**config.mk**
```make
export PLATFORM = sky130hd
export DESIGN_NAME = riscv_dmem_responder
export DESIGN_NICKNAME = d
export VERILOG_FILES = /design/src/rtl/riscv_dmem_responder.sv
export SDC_FILE = /design/constraint.sdc
export NUM_CORES = 2
export LEC_CHECK = 0
export CAP_MARGIN = 25
export CORE_ASPECT_RATIO = 1.5
export CORE_MARGIN = 3
export CORE_UTILIZATION = 55
export CTS_CLUSTER_SIZE = 24
export DETAILED_ROUTE_END_ITERATION = 10
export HOLD_SLACK_MARGIN = 0.05
export PLACE_DENSITY = 0.72
export SLEW_MARGIN = 20
export SYNTH_ARGS = -nofsm -noshare
export SYNTH_HDL_FRONTEND = slang
export SYNTH_SLANG_ARGS = --single-unit
```
**constraint.sdc**
```tcl
create_clock -name clk_in -period 10 [get_ports clk_in]
set_input_delay 2 -clock clk_in [delete_from_list [all_inputs] [get_ports clk_in]]
set_output_delay 2 -clock clk_in [all_outputs]
set_load 0.05 [all_outputs]
```
**src/rtl/riscv_dmem_responder.sv**
```systemverilog
// Data-memory slave for the core's data port: byte-masked writes, one-cycle registered reads,
// post-reset clear sequencer, saturating access counters. Optional alignment check: DMEM_ALIGN_CHECK_EN.
module riscv_dmem_responder #(
   parameter int DEPTH = 64,
   parameter int IDX_W = 6,
   parameter int CNT_W = 16
) (
   input  logic             clk_in,
   input  logic             rst_in,
   input  logic [31:0]      dmaddr_in,
   input  logic [31:0]      dmwdata_in,
   input  logic [3:0]       dmwr_mask_in,
   input  logic             dmwr_req_in,
   output logic [31:0]      dmrdata_out,
   output logic             busy_out,
   output logic             err_out,
   output logic [CNT_W-1:0] wr_cnt_out,
   output logic [CNT_W-1:0] rd_cnt_out
);

   typedef enum logic [0:0] {
      ST_CLEAR = 1'b0,
      ST_READY = 1'b1
   } state_t;

   localparam logic [IDX_W-1:0] LAST_IDX = IDX_W'(DEPTH - 1);
   localparam logic [IDX_W-1:0] IDX_ONE  = IDX_W'(1);
   localparam logic [IDX_W-1:0] IDX_ZERO = {IDX_W{1'b0}};
   localparam logic [CNT_W-1:0] CNT_MAX  = {CNT_W{1'b1}};
   localparam logic [CNT_W-1:0] CNT_ONE  = CNT_W'(1);
   localparam logic [CNT_W-1:0] CNT_ZERO = {CNT_W{1'b0}};

   function automatic logic [CNT_W-1:0] sat_inc(input logic [CNT_W-1:0] value);
      logic [CNT_W-1:0] result;
      if (value == CNT_MAX) begin
         result = value;
      end else begin
         result = value + CNT_ONE;
      end
      return result;
   endfunction

   function automatic logic [31:0] merge_bytes(input logic [31:0] old_word,
                                               input logic [31:0] new_word,
                                               input logic [3:0]  lane_en);
      logic [31:0] merged;
      merged = old_word;
      for (int k = 0; k < 4; k++) begin
         if (lane_en[k]) begin
            merged[8*k +: 8] = new_word[8*k +: 8];
         end else begin
            merged[8*k +: 8] = old_word[8*k +: 8];
         end
      end
      return merged;
   endfunction

`ifdef DMEM_ALIGN_CHECK_EN
   function automatic logic [1:0] lowest_lane(input logic [3:0] lane_en);
      logic [1:0] lane;
      casez (lane_en)
         4'b???1: lane = 2'd0;
         4'b??10: lane = 2'd1;
         4'b?100: lane = 2'd2;
         default: lane = 2'd3;
      endcase
      return lane;
   endfunction

   function automatic logic lanes_contiguous(input logic [3:0] lane_en);
      logic ok;
      case (lane_en)
         4'b0001, 4'b0010, 4'b0100, 4'b1000,
         4'b0011, 4'b0110, 4'b1100,
         4'b0111, 4'b1110, 4'b1111: ok = 1'b1;
         default:                   ok = 1'b0;
      endcase
      return ok;
   endfunction
`endif

   state_t           state_q, state_d;
   logic [IDX_W-1:0] clr_idx_q, clr_idx_d;
   logic [31:0]      rdata_q, rdata_d;
   logic             busy_q, busy_d;
   logic             err_q, err_d;
   logic [CNT_W-1:0] wr_cnt_q, wr_cnt_d;
   logic [CNT_W-1:0] rd_cnt_q, rd_cnt_d;

   logic [31:0]      mem_q [DEPTH];
   logic             mem_we;
   logic [IDX_W-1:0] mem_widx;
   logic [31:0]      mem_wdata;

   logic [IDX_W-1:0] acc_idx;
   logic             out_of_range;
   logic             misaligned;
   logic             reject;

   assign acc_idx      = dmaddr_in[IDX_W+1:2];
   assign out_of_range = |dmaddr_in[31:IDX_W+2];

`ifdef DMEM_ALIGN_CHECK_EN
   // Writes must start at the addressed lane and cover contiguous lanes; reads must be word aligned.
   always_comb begin
      misaligned = 1'b0;
      if (dmwr_req_in) begin
         if (dmwr_mask_in != 4'b0000) begin
            misaligned = (lowest_lane(dmwr_mask_in) != dmaddr_in[1:0]) ||
                         !lanes_contiguous(dmwr_mask_in);
         end else begin
            misaligned = 1'b0;
         end
      end else begin
         misaligned = (dmaddr_in[1:0] != 2'b00);
      end
   end
`else
   logic unused_addr_lsb;
   assign unused_addr_lsb = ^dmaddr_in[1:0];
   assign misaligned      = 1'b0;
`endif

   assign reject = out_of_range | misaligned;

   // Next-state, output and memory-port decode for the clear sequencer and normal service.
   always_comb begin
      state_d   = state_q;
      clr_idx_d = clr_idx_q;
      rdata_d   = 32'h0000_0000;
      err_d     = 1'b0;
      wr_cnt_d  = wr_cnt_q;
      rd_cnt_d  = rd_cnt_q;
      mem_we    = 1'b0;
      mem_widx  = acc_idx;
      mem_wdata = merge_bytes(mem_q[acc_idx], dmwdata_in, dmwr_mask_in);
      case (state_q)
         ST_CLEAR: begin
            mem_we    = 1'b1;
            mem_widx  = clr_idx_q;
            mem_wdata = 32'h0000_0000;
            if (clr_idx_q == LAST_IDX) begin
               state_d   = ST_READY;
               clr_idx_d = IDX_ZERO;
            end else begin
               state_d   = ST_CLEAR;
               clr_idx_d = clr_idx_q + IDX_ONE;
            end
         end
         ST_READY: begin
            if (reject) begin
               err_d = 1'b1;
            end else if (dmwr_req_in) begin
               mem_we   = 1'b1;
               wr_cnt_d = sat_inc(wr_cnt_q);
            end else begin
               // Every accepted non-write cycle is a read; the core has no idle indication.
               rdata_d  = mem_q[acc_idx];
               rd_cnt_d = sat_inc(rd_cnt_q);
            end
         end
         default: begin
            state_d   = ST_CLEAR;
            clr_idx_d = IDX_ZERO;
         end
      endcase
      busy_d = (state_d == ST_CLEAR);
   end

   // Control state and registered outputs with synchronous reset into the clear sequence.
   always_ff @(posedge clk_in) begin
      if (rst_in) begin
         state_q   <= ST_CLEAR;
         clr_idx_q <= IDX_ZERO;
         rdata_q   <= 32'h0000_0000;
         busy_q    <= 1'b1;
         err_q     <= 1'b0;
         wr_cnt_q  <= CNT_ZERO;
         rd_cnt_q  <= CNT_ZERO;
      end else begin
         state_q   <= state_d;
         clr_idx_q <= clr_idx_d;
         rdata_q   <= rdata_d;
         busy_q    <= busy_d;
         err_q     <= err_d;
         wr_cnt_q  <= wr_cnt_d;
         rd_cnt_q  <= rd_cnt_d;
      end
   end

   // Storage array; contents are defined only once the clear sequence has completed.
   always_ff @(posedge clk_in) begin
      if (mem_we && !rst_in) begin
         mem_q[mem_widx] <= mem_wdata;
      end
   end

   assign dmrdata_out = rdata_q;
   assign busy_out    = busy_q;
   assign err_out     = err_q;
   assign wr_cnt_out  = wr_cnt_q;
   assign rd_cnt_out  = rd_cnt_q;

endmodule

```
==> impl_results.md <==
- DR WL/cell: 29.1 microns
- Die outline width: between 300 and 400 microns
- P&R area growth vs syn: 12.5%
- Logic pwr share: between 4 and 5%
- Most common cell after layout, fill and taps aside: edfxtp_1
- Crit path time final: 6.51 ns
- Final ANT Viol Nets: 0
- Starting Density: 55.6%
- Worst r2r src: state_q
- PD cells: about 180 nW/um^2
- Skew final: ~0.032 ns
- Share of layout cells above drive strength 1: under 10%
- CTS max path bufs: 3
- Syn_nets: slightly below 5000
- Remaining global-route overflow: 0
- Initial antenna violation count: 1
- Sequential Power Share: 57.0%
- Largest net degree at the start of global routing: around 140
- Max-Cap Viols: 0
- CTS tree: done
- Starting DRT DRC Count: around 4900
- CTS Hold Bufs: 0
- Post-synth EDFFs: roughly 2000
- RSZ-0062 raised after global routing: no
- Core ar.: ~150000 sq um
- Status: completed
- Pre-CTS worst setup slack: 2.83 ns
- Hold/Removal Path Class: reg -> reg
- CP peak stage delay: 1.14 ns
- DRC viols: 0
- Synthesis warning total: 0
- GR Util met1: between 30 and 40%
- CP most frequent cell: buf_4
- Htree depth: 4
- DP HPWL: approximately 110 mm
- GR Util met2: between 40% and 50%
- Psw: between 0.003 and 0.004 W
- Worst IR Drop VDD: ~0.19 mV
- Post-synthesis async set-or-reset flop share: 0%
- Internal power: 0.0134 W
- Fin crit share: between 60 and 70%
- Leak: approximately 33 nW
- Post-cts repair resize count: 0
- Final hold vios: 0
- Cell Rows: between 150 and 200
- Tot GR Track Use: 26.4%
- Number of fill cells: between 10000 and 15000
- First-pass GRT wire length: 293 mm
- Avg Cell Area, Syn: between 15 and 20 sq um
- Least-Margin Pin Slew: approximately 1.2 ns
- Peak clock frequency supported by timing: 154 MHz
- Final worst setup slack: ~3.5 ns
- Via density: about 6.3
- Req. time, crit path: between 10 and 15 ns
- Clk pwr share: between 30% and 40%
- CTS Buf Count: between 150 and 200
- CP arrival: between 7 and 8 ns
- Final net count: between 5000 and 6000
- Slowest CP cell: clkdlybuf4s50_1
- Crit-path cells: clkdlybuf4s50_1, nand4b_1, buf_12, o22ai_1, nor2_1, nand4_1, o41ai_1, buf_4, o21ai_4, buf_4
- Synth Register Bits: 2121
- # Post-CTS Setup Buffers: 0
- Slew headroom: a little over a fifth
- Hold path start: wr_cnt_out[13]
- Most frequent cells in the layout: edfxtp_1 (2048), mux2i_1 (1027), o22ai_1 (224)
- Routability cong.: around 0.85
- CP Max Fanout: 52
- Final Max Tran Viols: 0
- Sw frac: approximately a fifth
- Vias in the first global route: around 44000
- I/O pin count: about 140
- Clock latency on the worst-skew pair: 0.80 ns
- Distinct cells, synth: 45
- Syn Inst Count: 4778
- Final Setup Violations: 0
- Vias post-DR: roughly 44000
- Crit start category: input pin
- Pre-antenna DRT Iters: 6
- CP startpoint: dmaddr_in[5]
- CTS root buf: clkbuf_16
- Critical path type: in -> reg
- Register area share after synthesis: between 70% and 80%
- Crit end category: flip-flop
- Die footprint: between 150000 and 200000 sq um
- Setup TNS: 0 ns
- Port bufs: 134
- Clock transition at the registers of the reported paths: roughly 0.06 ns
- Post-synth top flop: edfxtp_1
- CTS sink cnt: roughly 2100
- Busiest metal layer after global routing: met2
- Post-Syn Area: 81900 sq um
- Final wirelength: 205 mm
- Height of the die: 479 microns
- GR met3 Demand/Resource: around 4.5%
[layer usage]
layer,wire length (microns),vias to the layer above,part of all wire (%)
met5,0,-,0
met4,10700,0,5.2
met1,76300,22700,37
met2,101000,2091,49
met3,16700,381,8.2
li1,-,19300,-
[power groups by stage]
stage                     logic, W  registers (W)  clock network (W)
after floorplan           0.000422        0.00981                  0
after global placement    0.000681        0.00981                  0
after detailed placement  0.000690        0.00982                  0
after CTS                 0.000692        0.00962            0.00664
after global routing      0.000732        0.00962            0.00699
final                     0.000702        0.00962            0.00656
[final timing paths]
| check | cells past startpoint | endpoint | slack (ns) |
|---|---|---|---|
| worst max-delay path | 10 | mem_q[38][20] | 3.49 |
| worst min-delay path | 2 | wr_cnt_out[13] | 0.51 |
| worst max register to register | 5 | mem_q[59][2] | 6.23 |
| worst min register to register | 2 | wr_cnt_out[13] | 0.51 |
[sequential cells by signal (all words and copies together), names as in the netlist]
| name | flops |
|---|---|
| clr_idx_q | 6 |
| mem_q | 2048 |
| state_q | 1 |
| dmrdata_out | 32 |
| wr_cnt_out | 16 |
| rd_cnt_out | 16 |
| err_out | 1 |
| busy_out | 1 |
[critical path, delay by kind of cell]
kind / cells / cell delay [ns]
compound gates: 3 / 1.14
simple gates: 3 / 1.39
buf+inv: 4 / 2.37
[cell families after synthesis]
logic type	count (synthesis)	synth area share, %
multiplexers	1029	12.6
XOR/XNOR	19	0.203
adder cells (fa/ha/maj)	3	0.0458
flip-flops	2121	76.9
buffers and inverters	276	1.42
AO/OA/AOI/OAI	618	4.90
AND/OR/NAND/NOR	712	3.99
[synthesized netlist by cell type (3+ instances only)]
library cell  number  area share [%]
nand4b_1           3           0.032
and2_1             7           0.053
o22ai_1          224             1.7
buf_1             36            0.16
nor2b_1            5           0.038
o21ai_0           77            0.47
a22oi_1          192             1.8
buf_2             99            0.60
nor3_1             6           0.037
and3_1             5           0.038
o31ai_1            3           0.027
xor2_1            10            0.11
o41ai_1           32            0.34
ha_1               3           0.046
nand3_1           82            0.50
xnor2_1            9           0.096
nor2_1           260             1.2
inv_1             10           0.046
nand4_1           44            0.34
mux2i_1         1027              13
o21a_1             3           0.027
and4_1             3           0.032
nor4_1            43            0.33
dfxtp_1           73             1.8
a21oi_1           80            0.49
nand4bb_1          3           0.041
nand2b_1           6           0.046
clkbuf_1         130            0.60
nand2_1          191            0.88
edfxtp_1        2048              75
or3_1             45            0.34
[per-stage QoR]
| stage | std cells | utilization, % | hold WS (ns) | area, sq um | power [W] |
|---|---|---|---|---|---|
| 2_1_floorplan | 4778 | - | 0.478 | 81900 | 0.0102 |
| 6_report | 7033 | 62.6 | 0.505 | 92100 | 0.0169 |
| 5_1_grt | 7029 | 62.6 | 0.538 | 92100 | 0.0173 |
| 3_5_place_dp | 6707 | 58.9 | 0.495 | 86700 | 0.0105 |
| 4_1_cts | 7025 | 62.6 | 0.504 | 92100 | 0.0169 |
| 3_3_place_gp | 6706 | 58.9 | 0.482 | 86700 | 0.0105 |
[area by class of cell]
| class | instances | area [sq um] | area share [%] |
|---|---|---|---|
| multi-input combinational | 2381 | 18700 | 20.3 |
| sequential | 2121 | 63000 | 68.3 |
| clock inverter | 96 | 733 | 0.796 |
| timing repair buffer | 283 | 2600 | 2.82 |
| clock buffer | 222 | 4690 | 5.09 |
| antenna | 5 | 12.5 | 0.0136 |
| inverter | 11 | 41.3 | 0.0448 |
| tap | 1914 | 2390 | 2.60 |
No activity file was read; power rests on OpenSTA's default activity.
